--- src/rtl/riscv_pkg.sv ---
// Shared RISC-V definitions: base opcodes used by fetch and control,
// the canonical NOP word, and the fetch FSM state encoding.
package riscv_pkg;

    localparam logic [6:0] OP_R_TYPE = 7'b0110011;
    localparam logic [6:0] OP_S_TYPE = 7'b0100011;
    localparam logic [6:0] OP_I_TYPE = 7'b0010011;
    localparam logic [6:0] OP_L_TYPE = 7'b0000011;
    localparam logic [6:0] OP_B_TYPE = 7'b1100011;
    localparam logic [6:0] OP_JAL    = 7'b1101111;
    localparam logic [6:0] OP_JALR   = 7'b1100111;

    // addi x0, x0, 0
    localparam logic [31:0] NOP_INSTR = 32'h0000_0013;

    typedef enum logic [1:0] {
        FETCH = 2'd0,
        WAIT  = 2'd1,
        OUT   = 2'd2
    } fetch_state_t;

endpackage

--- src/rtl/opcode_legal_chk.sv ---
// Flags an opcode outside the supported base set; only meaningful while
// an instruction is being presented.
module opcode_legal_chk
    import riscv_pkg::*;
(
    input  logic [6:0] opcode,
    input  logic       valid,
    output logic       illegal
);

    logic known;

    always_comb begin
        known = 1'b0;
        case (opcode)
            OP_R_TYPE, OP_S_TYPE, OP_I_TYPE, OP_L_TYPE,
            OP_B_TYPE, OP_JAL, OP_JALR: known = 1'b1;
            default:                    known = 1'b0;
        endcase
    end

    assign illegal = valid & ~known;

endmodule

--- src/rtl/instr_fetch.sv ---
// Non-prefetching instruction fetch front-end: one outstanding memory
// request, presents the fetched word to decode, honours PC redirects.
module instr_fetch
    import riscv_pkg::*;
#(
    parameter int              XLEN      = 32,
    parameter logic [XLEN-1:0] RESET_PC  = '0,
    parameter logic [XLEN-1:0] NOP_INSTR = XLEN'(riscv_pkg::NOP_INSTR)
) (
    input  logic            clk,
    input  logic            rst,
    output logic            imem_req,
    output logic [XLEN-1:0] imem_addr,
    input  logic            imem_ready,
    input  logic            imem_rvalid,
    input  logic [XLEN-1:0] imem_rdata,
    output logic            instr_valid,
    input  logic            instr_ready,
    output logic [XLEN-1:0] instr,
    output logic [6:0]      opcode,
    output logic [XLEN-1:0] pc_out,
    output logic            illegal,
    input  logic            redirect_en,
    input  logic [XLEN-1:0] redirect_pc
);

    fetch_state_t    state_reg;
    logic [XLEN-1:0] pc_reg;
    logic [XLEN-1:0] instr_reg;
    logic [XLEN-1:0] pc_out_reg;
    logic            drop_reg;
    logic [XLEN-1:0] redirect_tgt;

    assign redirect_tgt = redirect_pc & ~XLEN'(3);

    // drop_reg marks an outstanding response that a redirect has made stale
    always_ff @(posedge clk or posedge rst) begin
        if (rst) begin
            state_reg  <= FETCH;
            pc_reg     <= RESET_PC;
            drop_reg   <= 1'b0;
            instr_reg  <= NOP_INSTR;
            pc_out_reg <= RESET_PC;
        end else begin
            case (state_reg)
                FETCH: begin
                    if (redirect_en) pc_reg <= redirect_tgt;
                    if (imem_ready) begin
                        state_reg <= WAIT;
                        drop_reg  <= redirect_en;
                    end
                end
                WAIT: begin
                    if (imem_rvalid) begin
                        if (drop_reg || redirect_en) begin
                            drop_reg  <= 1'b0;
                            state_reg <= FETCH;
                            if (redirect_en) pc_reg <= redirect_tgt;
                        end else begin
                            instr_reg  <= imem_rdata;
                            pc_out_reg <= pc_reg;
                            state_reg  <= OUT;
                        end
                    end else if (redirect_en) begin
                        pc_reg   <= redirect_tgt;
                        drop_reg <= 1'b1;
                    end
                end
                OUT: begin
                    if (redirect_en) begin
                        pc_reg    <= redirect_tgt;
                        state_reg <= FETCH;
                    end else if (instr_ready) begin
                        pc_reg    <= pc_reg + XLEN'(4);
                        state_reg <= FETCH;
                    end
                end
                default: state_reg <= FETCH;
            endcase
        end
    end

    assign imem_req    = (state_reg == FETCH) && !rst;
    assign imem_addr   = pc_reg;
    assign instr_valid = (state_reg == OUT);
    assign instr       = instr_reg;
    assign opcode      = instr_reg[6:0];
    assign pc_out      = pc_out_reg;

    opcode_legal_chk u_legal (
        .opcode  (opcode),
        .valid   (instr_valid),
        .illegal (illegal)
    );

endmodule
--- config.mk ---
export PLATFORM = sky130hd
export DESIGN_NAME = instr_fetch
export DESIGN_NICKNAME = d
export VERILOG_FILES = /design/src/rtl/riscv_pkg.sv /design/src/rtl/opcode_legal_chk.sv /design/src/rtl/instr_fetch.sv
export SDC_FILE = /design/constraint.sdc
export NUM_CORES = 1
export LEC_CHECK = 0
export ABC_AREA = 1
export CORE_UTILIZATION = 35
export CTS_BUF_LIST = sky130_fd_sc_hd__clkbuf_8 sky130_fd_sc_hd__clkbuf_16
export CTS_CLUSTER_SIZE = 10
export DETAILED_ROUTE_END_ITERATION = 8
export PLACE_DENSITY = 0.67
export SETUP_SLACK_MARGIN = 0.4
export SLEW_MARGIN = 20
export SYNTH_ARGS = -nofsm -noshare
export SYNTH_HDL_FRONTEND = slang
export SYNTH_HIERARCHICAL = 1
export SYNTH_SLANG_ARGS = --single-unit
--- constraint.sdc ---
create_clock -name clk -period 5.6 [get_ports clk]
set_input_delay 1.4 -clock clk [delete_from_list [all_inputs] [get_ports clk]]
set_output_delay 1.4 -clock clk [all_outputs]
set_load 0.005 [all_outputs]
## Word-level counts from Yosys, hierarchy flattened

Cells that the tools add are included.

- Add/sub/neg operators: 1
- Eq/ne operators: 14
- Multiplexer cells: 18
- Bitwise gates (word level): 3
- Reductions and logical operators: 11

Operators with widths:

| kind | count |
|---|---|
| 32-bit 2-to-1 mux | 5 |
| 32-bit one-hot mux with 3 select lines | 1 |
| 32-bit by 3-bit adder with 32-bit output, second input constant | 1 |
| 7-bit equality test, second input constant | 3 |
| 7-bit by 6-bit equality test with 1-bit output, second input constant | 2 |
| 2-bit 2-to-1 mux | 5 |
| 3-bit inequality test, second input constant | 3 |
| 3-bit AND reduction | 3 |
| 7-bit by 2-bit equality test with 1-bit output, second input constant | 1 |
| 7-bit by 5-bit equality test with 1-bit output, second input constant | 1 |
| 7-bit OR reduction | 1 |
| 2-bit one-hot mux with 3 select lines | 1 |
| 1-bit 2-to-1 mux | 5 |
| 2-bit inequality test, second input constant | 2 |
| 4-bit AND reduction | 1 |
| 3-bit nonzero test | 1 |
| 2-bit by 1-bit equality test with 1-bit output, second input constant | 1 |
| 2-bit equality test, second input constant | 1 |
| 2-bit zero test | 1 |
| 1-bit NOT | 2 |
| 1-bit one-hot mux with 2 select lines | 1 |
| 2-bit nonzero test | 1 |
| 1-bit bitwise AND | 1 |
| 1-bit logical AND | 1 |
| 2 further kinds | 2 |

- Flip-flop bits (word level): 99
- Bits of input ports: 70
- Output and inout port bits: 106
- Word-level logic and storage cells: 52

## Longest topological paths before layout

- Depth in word-level cells: 5
- Gate-level depth with buffers: 11
- Depth with buffers taken out: 10

## Hierarchy

The synthesis kept the hierarchy.

Modules (own cells, without submodules):

| module | times used | cells each | area each (um2) | seq. area each (um2) |
|---|---|---|---|---|
| instr_fetch | 1 | 641 | 4805.9 | 2381.0 |
| opcode_legal_chk | 1 | 12 | 47.5 | 0.0 |

## Worst setup path after synthesis

No wires, ideal clock.

- Kind: in2out
- Start: input rst
- End: output imem_req
- Arrival: 1.506 ns
- Data required time: 4.200 ns
- Slack: 2.694 ns
- Stages: 1
- Buffers on the path: 0
- Cells stage by stage: nor2_1

- Longest elaborated chain between the ends: 2

RTL lines:

| element | line | text |
|---|---|---|
| start: declaration | instr_fetch.sv:11 | `input logic rst,` |
| 1-bit zero test | instr_fetch.sv:83 | `assign imem_req = (state_reg == FETCH) && !rst;` |
| 1-bit logical AND | instr_fetch.sv:83 |  |
| end: declaration | instr_fetch.sv:12 | `output logic imem_req,` |

Every way passes these cells.

## Worst setup path in the final report

Same ends and word-level chain as after synthesis.

==> metrics.txt <==
# TYPE chip_impl_metric gauge
chip_impl_info{name="run_status",value="finished clean"} 1
chip_impl_metric{name="critPathMaxFanout",unit=""} 2
chip_impl_info{name="path_delay_family",value="buffers and inverters"} 1
chip_impl_metric{name="arrival",unit="ns"} 2.49
chip_impl_metric{name="detailroute.via_count",unit=""} 4701
chip_impl_metric{name="routed_wire_length_per_instance",unit="µm"} 14.76
chip_impl_metric{name="highest_cell_delay_on_the_worst_timing_path",unit="ns"} 0.50
chip_impl_metric{name="cts_repair_resize_count",unit=""} 0
chip_impl_info{name="synth.largest_area_cell",value="sky130_fd_sc_hd__dfrtp_1"} 1
chip_impl_metric{name="mappedNetlistArea",unit="mm²"} 0.004853
chip_impl_metric{name="number_of_antenna_violations_at_the_first_check_in_global_routing",unit=""} 0
chip_impl_info{name="timing.setup.critical_path_class",value="in -> out"} 1
chip_impl_metric{name="cts-hold-fix-buffers",unit=""} 0
chip_impl_info{name="rsz0062_at_grt",value="false"} 1
chip_impl_info{name="synth.top_cells.by_area",value="sky130_fd_sc_hd__dfrtp_1 47%, sky130_fd_sc_hd__nand2_1 22%, sky130_fd_sc_hd__inv_1 4.1%"} 1
chip_impl_metric{name="timing_hold_violations_final",unit=""} 0
chip_impl_metric{name="worst_clock_skew",unit="ns"} 0.005611
chip_impl_metric{name="cts_buffers",unit=""} 9
chip_impl_metric{name="maxSlewHeadroom",unit="%"} 30.02
chip_impl_metric{name="setup_viol_count_final",unit=""} 0
chip_impl_metric{name="critPathBufInv",unit=""} 2
chip_impl_metric{name="post_route_cells_drive_above_1_share",unit="%"} 5.055
chip_impl_metric{name="synth.yosys.seq_area_share",unit="%"} 49.06
chip_impl_metric{name="clk_latency",unit="ns"} 0.35
chip_impl_info{name="cpMaxStageDelayCell",value="sky130_fd_sc_hd__clkdlybuf4s50_1"} 1
chip_impl_metric{name="drc",unit=""} 0
chip_impl_info{name="crit_top_cell",value="sky130_fd_sc_hd__clkdlybuf4s50_1"} 1
chip_impl_metric{name="die-area",unit="mm²"} 0.01434
chip_impl_metric{name="clock_path_buffers",unit=""} 2
chip_impl_metric{name="coreArea",unit="mm²"} 0.01340
chip_impl_metric{name="vdd.ir_drop.worst",unit="V"} 0.0002048
chip_impl_metric{name="crit_path_depth",unit=""} 3
chip_impl_metric{name="ioPinCount",unit=""} 176
chip_impl_info{name="mostFrequentLayoutCell",value="sky130_fd_sc_hd__nand2_1"} 1
chip_impl_metric{name="nNetsFinal",unit=""} 877
chip_impl_metric{name="port_buffer_count",unit=""} 169
chip_impl_metric{name="post_drt_via_cell_ratio",unit=""} 4.763
chip_impl_metric{name="flow.area_growth_from_synthesis",unit="%"} 42.72
chip_impl_metric{name="finalWorstPathRequiredPeriod",unit="ns"} 3.885
chip_impl_metric{name="share_of_the_synthesized_area_in_the_top_cell_type",unit="%"} 47.43
chip_impl_metric{name="post_layout_nonfiller_instances",unit=""} 987
chip_impl_metric{name="grt_pass1_vias",unit=""} 4545
chip_impl_metric{name="dr.first_iter.drc_count",unit=""} 354
chip_impl_metric{name="tns",unit="ns"} 0
chip_impl_metric{name="worstPathRequired",unit="ns"} 4.20
chip_impl_metric{name="number_of_cells_produced_by_synthesis",unit=""} 653
chip_impl_metric{name="worstHoldPathCells",unit=""} 2
chip_impl_metric{name="post-place-cells",unit=""} 971
chip_impl_metric{name="clock.fmax",unit="MHz"} 257.4
chip_impl_metric{name="clock_tree.htree_level_count",unit=""} 3
chip_impl_metric{name="clk_pin_slew_worst_paths",unit="ns"} 0.06
chip_impl_info{name="min-delay-path-class",value="reg -> reg"} 1
chip_impl_info{name="critPathLaunchType",value="input pin"} 1
chip_impl_info{name="tritoncts",value="yes"} 1
chip_impl_metric{name="drv.max_cap_violation_count",unit=""} 0
chip_impl_info{name="crit_path_cell_trace",value="clkdlybuf4s50_1 -> nor2_1 -> clkdlybuf4s50_1"} 1
chip_impl_metric{name="synth-seq-cells",unit=""} 95
chip_impl_metric{name="largest_register_ffs",unit=""} 32
chip_impl_metric{name="grt_first_pass_wirelength",unit="µm"} 23670
chip_impl_metric{name="power",unit="µW"} 3254
chip_impl_metric{name="grt.total_usage",unit="%"} 21.18
chip_impl_metric{name="register_area",unit="mm²"} 0.002381
chip_impl_metric{name="cellLeakagePower",unit="µW"} 0.003198
chip_impl_metric{name="detail-route-antenna-nets",unit=""} 0
chip_impl_metric{name="timing.final.max_slew_violations",unit=""} 0
chip_impl_metric{name="die_span_in_x",unit="µm"} 119.8
chip_impl_metric{name="floorplan.initialDensity",unit="%"} 36.22
chip_impl_metric{name="tightestPinTransition",unit="ns"} 1.048
chip_impl_metric{name="fin_crit_share",unit="%"} 69.38
chip_impl_info{name="setup.worst_path.end_class",value="output pin"} 1
chip_impl_metric{name="leftover_overflow_at_the_end_of_global_routing",unit=""} 0
chip_impl_metric{name="route.final.wire_length",unit="µm"} 14570
chip_impl_metric{name="dr.pass1.iters",unit=""} 6
chip_impl_info{name="mostFrequentLayoutCells",value="278 x sky130_fd_sc_hd__nand2_1, 169 x sky130_fd_sc_hd__clkdlybuf4s50_1, 92 x sky130_fd_sc_hd__dfrtp_1"} 1
chip_impl_metric{name="cellPowerDensity",unit="mW/mm²"} 469.7
chip_impl_metric{name="final.fill_count",unit=""} 1257
chip_impl_metric{name="detailed_place_hpwl",unit="µm"} 10550
chip_impl_metric{name="core.rowCount",unit=""} 42
chip_impl_metric{name="synthesis.yosys.warnings",unit=""} 6
chip_impl_metric{name="multiInputGateArea",unit="mm²"} 0.002068
chip_impl_metric{name="pin_count_of_the_biggest_net_entering_global_routing",unit=""} 70
chip_impl_metric{name="postSynthAreaPerCell",unit="µm²"} 7.432
chip_impl_metric{name="r2r.worst_path.cells",unit=""} 10
chip_impl_metric{name="clock_sinks",unit=""} 95
chip_impl_metric{name="gp_congestion",unit=""} 0.8462
chip_impl_info{name="cts-root-buf",value="sky130_fd_sc_hd__clkbuf_16"} 1
chip_impl_metric{name="post_cts_buffers",unit=""} 0
chip_impl_metric{name="post_synth_num_cell_types",unit=""} 32
chip_impl_metric{name="antennaDiodeCount",unit=""} 0
chip_impl_metric{name="die_height",unit="µm"} 119.8
[cell families after synthesis]
family	Yosys count	share of synthesized area, %
simple gates	381	31.79
flops	95	49.06
buf+inv	90	8.559
compound gates	82	9.719
xor+xnor	3	0.5415
fa+ha+maj	1	0.2578
other cells	1	0.07727
[metrics by stage]
step / area, µm² / hold WS [ns] / worst slack [ns] / util, %
final: 6927 / 0.4760 / 1.715 / 51.69
after global routing: 6927 / 0.4974 / 1.672 / 51.69
after CTS: 6927 / 0.4784 / 1.713 / 51.69
after detailed placement: 6604 / 0.4614 / 1.712 / 49.28
after global placement: 6604 / 0.4527 / 1.721 / 49.28
after floorplan: 4865 / 0.4654 / 1.728 / -
[where the power goes]
part / total (µW) / internal [µW] / switching, µW
Combinational: 1340 / 757 / 588
Sequential: 1230 / 985 / 249
Clock: 675 / 402 / 273
Total: 3250 / 2140 / 1110
[tightest hold or removal path: cells and delay by family, from the launching register on]
kind,cells,cell delay [ns]
flip-flops,1,0.34
AND/OR/NAND/NOR,2,0.10
[metal layers]
| metal | wire, µm | share of wire (%) | global-route usage (%) |
|---|---|---|---|
| met5 | 0 | 0 | 0 |
| met4 | 402 | 2.8 | 9.609 |
| met3 | 877 | 6.0 | 3.612 |
| met2 | 6920 | 48 | 33.82 |
| met1 | 6366 | 44 | 28.09 |
[synth_stat cells]
master and number:
sky130_fd_sc_hd__dfstp_2 3, sky130_fd_sc_hd__nand3_1 38, sky130_fd_sc_hd__buf_6 3, sky130_fd_sc_hd__a21oi_1 6
sky130_fd_sc_hd__o21a_1 13, sky130_fd_sc_hd__or2_2 4, sky130_fd_sc_hd__nand2_4 1, sky130_fd_sc_hd__a22oi_1 3
sky130_fd_sc_hd__nand4_1 1, sky130_fd_sc_hd__ha_1 1, sky130_fd_sc_hd__nor2_1 49, sky130_fd_sc_hd__clkbuf_1 6
sky130_fd_sc_hd__inv_2 3, sky130_fd_sc_hd__o21ai_0 38, sky130_fd_sc_hd__buf_1 3, sky130_fd_sc_hd__inv_1 53
sky130_fd_sc_hd__o21ai_1 11, sky130_fd_sc_hd__nor2_2 2, sky130_fd_sc_hd__conb_1 1, sky130_fd_sc_hd__buf_4 11
sky130_fd_sc_hd__o22ai_1 7, sky130_fd_sc_hd__a2bb2oi_1 1, sky130_fd_sc_hd__a31oi_1 1, sky130_fd_sc_hd__dfrtp_1 92
sky130_fd_sc_hd__and2_1 2, sky130_fd_sc_hd__nor2_4 4, sky130_fd_sc_hd__o32ai_1 1, sky130_fd_sc_hd__xor2_1 3
sky130_fd_sc_hd__nand2_1 278, sky130_fd_sc_hd__buf_2 11, sky130_fd_sc_hd__nand2_2 2, sky130_fd_sc_hd__o21ai_2 1
[layout make-up]
| class | count | share of cell area (%) |
|---|---|---|
| sequential | 95 | 34.37 |
| multi-input combinational | 471 | 29.86 |
| timing repair buffer | 173 | 24.86 |
| clock buffer | 10 | 3.450 |
| tap | 176 | 3.179 |
| inverter | 56 | 3.071 |
| clock inverter | 6 | 1.210 |
[worst paths after layout]
| path | end | slack, ns | startpoint |
|---|---|---|---|
| min | instr[22]$_DFFE_PP0P_ | 0.48 | instr[22]$_DFFE_PP0P_ |
| min reg2reg | instr[22]$_DFFE_PP0P_ | 0.48 | instr[22]$_DFFE_PP0P_ |
| min in group asynchronous | instr[18]$_DFFE_PP0P_ | 1.62 | rst |
| max reg2reg | imem_addr[17]$_DFFE_PP0P_ | 3.18 | state_reg[0]$_DFFE_PP0P_ |
| max | imem_req | 1.71 | rst |
| max in group asynchronous | imem_addr[17]$_DFFE_PP0P_ | 3.08 | rst |
No activity file was read; power rests on OpenSTA's default activity.
